**src/rtl/approx_err_monitor.sv**
```systemverilog
// Error-distance monitor for an 8x8 approximate multiplier: compares each
// returned product against the exact one and gathers run statistics.
module approx_err_monitor #(
  parameter int CNT_W = 16,
  parameter int ACC_W = 32
) (
  input  logic             clk,
  input  logic             rst,
  input  logic             start,
  input  logic [CNT_W-1:0] num_samples,
  input  logic             in_valid,
  output logic             in_ready,
  input  logic [7:0]       a,
  input  logic [7:0]       b,
  input  logic [15:0]      y_approx,
  output logic             busy,
  output logic             done,
  output logic [CNT_W-1:0] sample_cnt,
  output logic [CNT_W-1:0] err_cnt,
  output logic [ACC_W-1:0] sum_ed,
  output logic [15:0]      max_ed
);

  typedef enum logic [1:0] {IDLE, RUN, DRAIN, DONE} state_t;

  // Wide enough to hold the accumulator plus one 16-bit distance without overflow.
  localparam int SW = ((ACC_W > 16) ? ACC_W : 16) + 1;
  localparam logic [SW-1:0] SAT_MAX = {{(SW-ACC_W){1'b0}}, {ACC_W{1'b1}}};

  state_t state_q, state_d;

  logic [CNT_W-1:0] num_q, acc_cnt_q;
  logic             s1_valid_q;
  logic [15:0]      s1_exact_q, s1_approx_q;
  logic             s2_valid_q;
  logic [15:0]      s2_ed_q;
  logic [15:0]      ed_d;

  logic [CNT_W-1:0] sample_cnt_q, sample_cnt_d;
  logic [CNT_W-1:0] err_cnt_q, err_cnt_d;
  logic [ACC_W-1:0] sum_ed_q, sum_ed_d;
  logic [15:0]      max_ed_q, max_ed_d;
  logic [SW-1:0]    sum_wide;

  logic start_ok, accept, last_accept, pipe_empty;

  assign start_ok    = start && ((state_q == IDLE) || (state_q == DONE));
  assign accept      = in_valid && in_ready;
  assign last_accept = accept && ((acc_cnt_q + CNT_W'(1)) == num_q);
  assign pipe_empty  = !s1_valid_q && !s2_valid_q;

  always_ff @(posedge clk or posedge rst) begin
    if (rst) begin
      state_q <= IDLE;
    end else begin
      state_q <= state_d;
    end
  end

  always_comb begin
    state_d = state_q;
    case (state_q)
      IDLE, DONE: if (start) state_d = RUN;
      // acc_cnt_q == num_q here only happens for a zero-length run.
      RUN:        if (last_accept || (acc_cnt_q == num_q)) state_d = DRAIN;
      DRAIN:      if (pipe_empty) state_d = DONE;
      default:    state_d = IDLE;
    endcase
  end

  always_comb begin
    busy     = (state_q == RUN) || (state_q == DRAIN);
    done     = (state_q == DONE);
    in_ready = (state_q == RUN) && (acc_cnt_q < num_q);
  end

  always_ff @(posedge clk or posedge rst) begin
    if (rst) begin
      num_q     <= '0;
      acc_cnt_q <= '0;
    end else if (start_ok) begin
      num_q     <= num_samples;
      acc_cnt_q <= '0;
    end else if (accept) begin
      acc_cnt_q <= acc_cnt_q + CNT_W'(1);
    end
  end

  assign ed_d = (s1_exact_q >= s1_approx_q) ? (s1_exact_q - s1_approx_q)
                                            : (s1_approx_q - s1_exact_q);

  always_ff @(posedge clk or posedge rst) begin
    if (rst) begin
      s1_valid_q  <= 1'b0;
      s1_exact_q  <= '0;
      s1_approx_q <= '0;
      s2_valid_q  <= 1'b0;
      s2_ed_q     <= '0;
    end else begin
      s1_valid_q <= accept;
      s2_valid_q <= s1_valid_q;
      if (accept) begin
        s1_exact_q  <= 16'(a) * 16'(b);
        s1_approx_q <= y_approx;
      end
      if (s1_valid_q) begin
        s2_ed_q <= ed_d;
      end
    end
  end

  assign sum_wide = SW'(sum_ed_q) + SW'(s2_ed_q);

  always_comb begin
    sample_cnt_d = sample_cnt_q;
    err_cnt_d    = err_cnt_q;
    sum_ed_d     = sum_ed_q;
    max_ed_d     = max_ed_q;
    if (start_ok) begin
      sample_cnt_d = '0;
      err_cnt_d    = '0;
      sum_ed_d     = '0;
      max_ed_d     = '0;
    end else if (s2_valid_q) begin
      sample_cnt_d = sample_cnt_q + CNT_W'(1);
      if (s2_ed_q != 16'd0) err_cnt_d = err_cnt_q + CNT_W'(1);
      sum_ed_d = (sum_wide > SAT_MAX) ? {ACC_W{1'b1}} : sum_wide[ACC_W-1:0];
      if (s2_ed_q > max_ed_q) max_ed_d = s2_ed_q;
    end
  end

  always_ff @(posedge clk or posedge rst) begin
    if (rst) begin
      sample_cnt_q <= '0;
      err_cnt_q    <= '0;
      sum_ed_q     <= '0;
      max_ed_q     <= '0;
    end else begin
      sample_cnt_q <= sample_cnt_d;
      err_cnt_q    <= err_cnt_d;
      sum_ed_q     <= sum_ed_d;
      max_ed_q     <= max_ed_d;
    end
  end

  assign sample_cnt = sample_cnt_q;
  assign err_cnt    = err_cnt_q;
  assign sum_ed     = sum_ed_q;
  assign max_ed     = max_ed_q;

endmodule
```
**config.mk**
```make
export PLATFORM = sky130hd
export DESIGN_NAME = approx_err_monitor
export DESIGN_NICKNAME = d
export VERILOG_FILES = /design/src/rtl/approx_err_monitor.sv
export SDC_FILE = /design/constraint.sdc
export NUM_CORES = 1
export LEC_CHECK = 0
export ABC_AREA = 1
export BUFFER_PORTS_ARGS = -buffer_cell sky130_fd_sc_hd__buf_4
export CAP_MARGIN = 5
export CORE_UTILIZATION = 35
export CTS_CLUSTER_SIZE = 16
export DETAILED_ROUTE_END_ITERATION = 16
export PLACE_DENSITY = 0.57
export SLEW_MARGIN = 20
export SYNTH_ARGS = -nofsm -noshare
export SYNTH_HDL_FRONTEND = slang
export SYNTH_SLANG_ARGS = --single-unit
```
**constraint.sdc**
```tcl
create_clock -name clk -period 4.8 [get_ports clk]
set_input_delay 0.48 -clock clk [delete_from_list [all_inputs] [get_ports clk]]
set_output_delay 0.48 -clock clk [all_outputs]
set_load 0.1 [all_outputs]
```
==> impl_metrics.env <==
export IMPL_status="completed"
export IMPL_final_cell_mix="432 x nand2_1, 303 x inv_1, 164 x dfrtp_1"
export IMPL_final_instance_count_excl_fill=2366
export IMPL_clock_sinks=164
export IMPL_setup_ws_ns=0.842
export IMPL_seq_area_frac_synth=0.313
export IMPL_vias=11500
export IMPL_ys_ff_latch=164
export IMPL_drive_gt1_frac=0.111
export IMPL_worstSetupEndpoint="s1_exact_q[12]"
export IMPL_fin_area_um2=15100
export IMPL_portBuffers=134
export IMPL_die_w_um=195
export IMPL_timing_rr_end="err_cnt[7]"
export IMPL_startpoint_type="input port"
export IMPL_rr_startpoint="state_q[0]"
export IMPL_skew_ns=0.0166
export IMPL_syn_nets=1989
export IMPL_grt_antenna_before_repair=4
export IMPL_ys_types=54
export IMPL_total_power_w=0.00979
export IMPL_ioPinCount=135
export IMPL_antenna_left=0
export IMPL_pre_cts_slack_ns=0.395
export IMPL_slew_headroom=0.360
export IMPL_dieHeight_um=195
export IMPL_grt_pass1_vias=11600
export IMPL_ys_warn_count=0
export IMPL_cts_post_setup_buffers_inserted=0
export IMPL_path_max_fanout=8
export IMPL_crit_arrival_ns=4.25
export IMPL_clk_pin_slew_ns=0.07
export IMPL_finalMaxSlewViolations=0
export IMPL_die_area_um2=38200
export IMPL_cts_buffers=17
export IMPL_grt_usage=0.189
export IMPL_initial_core_util=0.357
export IMPL_final_common_cell="nand2_1"
export IMPL_post_drt_wl_per_cell_um=14.5
export IMPL_post_route_period_util=0.825
export IMPL_rsz0062_at_grt="false"
export IMPL_tns_ns=0
export IMPL_period_minus_slack_ns=3.96
export IMPL_via_per_inst=4.87
export IMPL_drc=0
export IMPL_hp_class="input port to flip-flop"
export IMPL_multiInputGateArea_um2=7610
export IMPL_dp_cells=2337
export IMPL_grt_pass1_wl_mm=58.5
export IMPL_overflow=0
export IMPL_dp_hpwl_mm=26.8
export IMPL_powerDensity_nw_per_um2=647
export IMPL_grt_start_max_net_pins=165
export IMPL_fmax_mhz=253
export IMPL_critPathKind="input port to flip-flop"
export IMPL_ys_async_sr_fraction=1.00
export IMPL_cts_max_level=4
export IMPL_drt_total_wl_mm=34.4
export IMPL_drv_cap=0
export IMPL_rr_worst_depth=14
export IMPL_cts_tree="yes"
export IMPL_cp_startpoint="a[3]"
export IMPL_cts_hold_buf=0
export IMPL_core_um2=36700
export IMPL_drt_iter0_drc=573
export IMPL_leakage_nw=7.94
export IMPL_regArea_um2=4100
export IMPL_syn_avg_cell_area_um2=7.37
export IMPL_area_delta_synth_final_pct=15.6
export IMPL_cts_max_path_buffers=2
export IMPL_synth_edff_count=0
export IMPL_vdd_ir_drop_max_v=0.000251
export IMPL_synth_ff_type="dfrtp_1"
export IMPL_post_dp_cell_area_um2=14500
export IMPL_syn_area_um2=13100
export IMPL_finish_net_count=2100
export IMPL_fill_cells=3788
export IMPL_dr_pass1_iters=5
export IMPL_ctsResizeCount=0
export IMPL_syn_inst=1777
export IMPL_required_ns=5.10
export IMPL_hold_viol=0
export IMPL_root_buffer="clkbuf_16"
export IMPL_rows=70
export IMPL_clk_latency_ns=0.45
export IMPL_r2r_slack_ns=1.61
export IMPL_setup_viol_count_final=0
export IMPL_routabilityCongestion=0.869
export IMPL_critPathCaptureType="flip-flop"
export IMPL_worst_slew_pin_slew_ns=0.960
## through the flow
| stage | hold WS (ns) | utilization |
|---|---|---|
| after detailed placement | 0.503 | 0.396 |
| after global routing | 0.242 | 0.413 |
| after CTS | 0.225 | 0.413 |
| final | 0.232 | 0.413 |
| after global placement | 0.500 | 0.396 |
| after floorplan | 0.390 | - |
## power by group
| part | leakage (nW) | total [W] | switching (W) | internal (W) |
|---|---|---|---|---|
| logic | 5.48 | 0.00615 | 0.00423 | 0.00192 |
| clock network | 0.297 | 0.00148 | 0.000591 | 0.000888 |
| registers | 2.16 | 0.00216 | 0.000372 | 0.00179 |
| total | 7.94 | 0.00979 | 0.00519 | 0.00460 |
## synth_stat cells (all sizes together), types with 2 or more instances
library cell | n | area (um2)
ha | 121 | 1510
dfrtp | 164 | 4100
nor4 | 7 | 43.8
a31oi | 11 | 68.8
nand3b | 2 | 15.0
or2 | 11 | 68.8
fa | 39 | 781
nand4 | 19 | 119
nor2 | 113 | 437
clkbuf | 37 | 139
buf | 11 | 78.8
xnor2 | 12 | 105
nor3 | 37 | 206
o211ai | 3 | 22.5
a21o | 19 | 144
xor2 | 29 | 254
inv | 310 | 1160
a21oi | 101 | 517
nand3 | 98 | 513
a22o | 3 | 26.3
o31ai | 5 | 37.5
o22ai | 19 | 119
o21bai | 8 | 63.8
o21ai | 143 | 753
and2 | 3 | 18.8
a211oi | 3 | 22.5
nand2 | 442 | 1690
## kinds of logic after synthesis
kind of cell / after synthesis / synth area share
adder cells (fa/ha/maj): 160 / 0.175
flip-flops: 164 / 0.313
AND/OR/NAND/NOR: 733 / 0.238
AO/OA/AOI/OAI: 320 / 0.139
XOR/XNOR: 42 / 0.0292
buffers and inverters: 358 / 0.105
## critical path, stage by stage
cell	delay (ns)
buf_4	0.15
nand2_1	0.07
inv_1	0.05
fa_1	0.53
inv_1	0.05
fa_1	0.47
inv_1	0.05
fa_1	0.52
inv_1	0.05
fa_1	0.52
inv_1	0.04
ha_1	0.30
inv_1	0.08
nor3_1	0.25
a21oi_1	0.14
o21ai_0	0.21
a21oi_1	0.09
o21ai_0	0.10
o21ai_0	0.10
## state kept, by name (all words and copies together) (netlist names)
name / flops
s1_exact_q: 16
s2_valid_q: 1
s2_ed_q: 16
state_q: 2
num_q: 16
max_ed: 16
s1_valid_q: 1
sum_ed: 32
err_cnt: 16
s1_approx_q: 16
sample_cnt: 16
acc_cnt_q: 16
## routing by layer
| metal | global-route usage | share of wire |
|---|---|---|
| met1 | 0.251 | 0.48 |
| met2 | 0.313 | 0.46 |
| met3 | 0.0359 | 0.043 |
| met4 | 0.0551 | 0.019 |
| met5 | 0 | 0.0015 |
## cell type report
type	instances	area share
Tap cell	468	0.0387
Sequential cell	164	0.271
Multi-Input combinational cell	1255	0.503
Inverter	310	0.0771
Antenna cell	1	0.000165
Clock inverter	9	0.0102
Timing Repair Buffer	140	0.0702
Clock buffer	19	0.0299
## worst min path at each step
stage,end,slack [ns],cells after the start,startpoint
5_1_grt,num_q[5],0.24,3,num_samples[5]
2_1_floorplan,s2_valid_q,0.39,0,s1_valid_q
6_report,num_q[0],0.23,3,num_samples[0]
3_5_place_dp,sum_ed[31],0.50,2,sum_ed[31]
3_3_place_gp,sum_ed[31],0.50,2,sum_ed[31]
4_1_cts,num_q[0],0.22,3,num_samples[0]
Note: power is estimated with default switching activity, not from simulation.
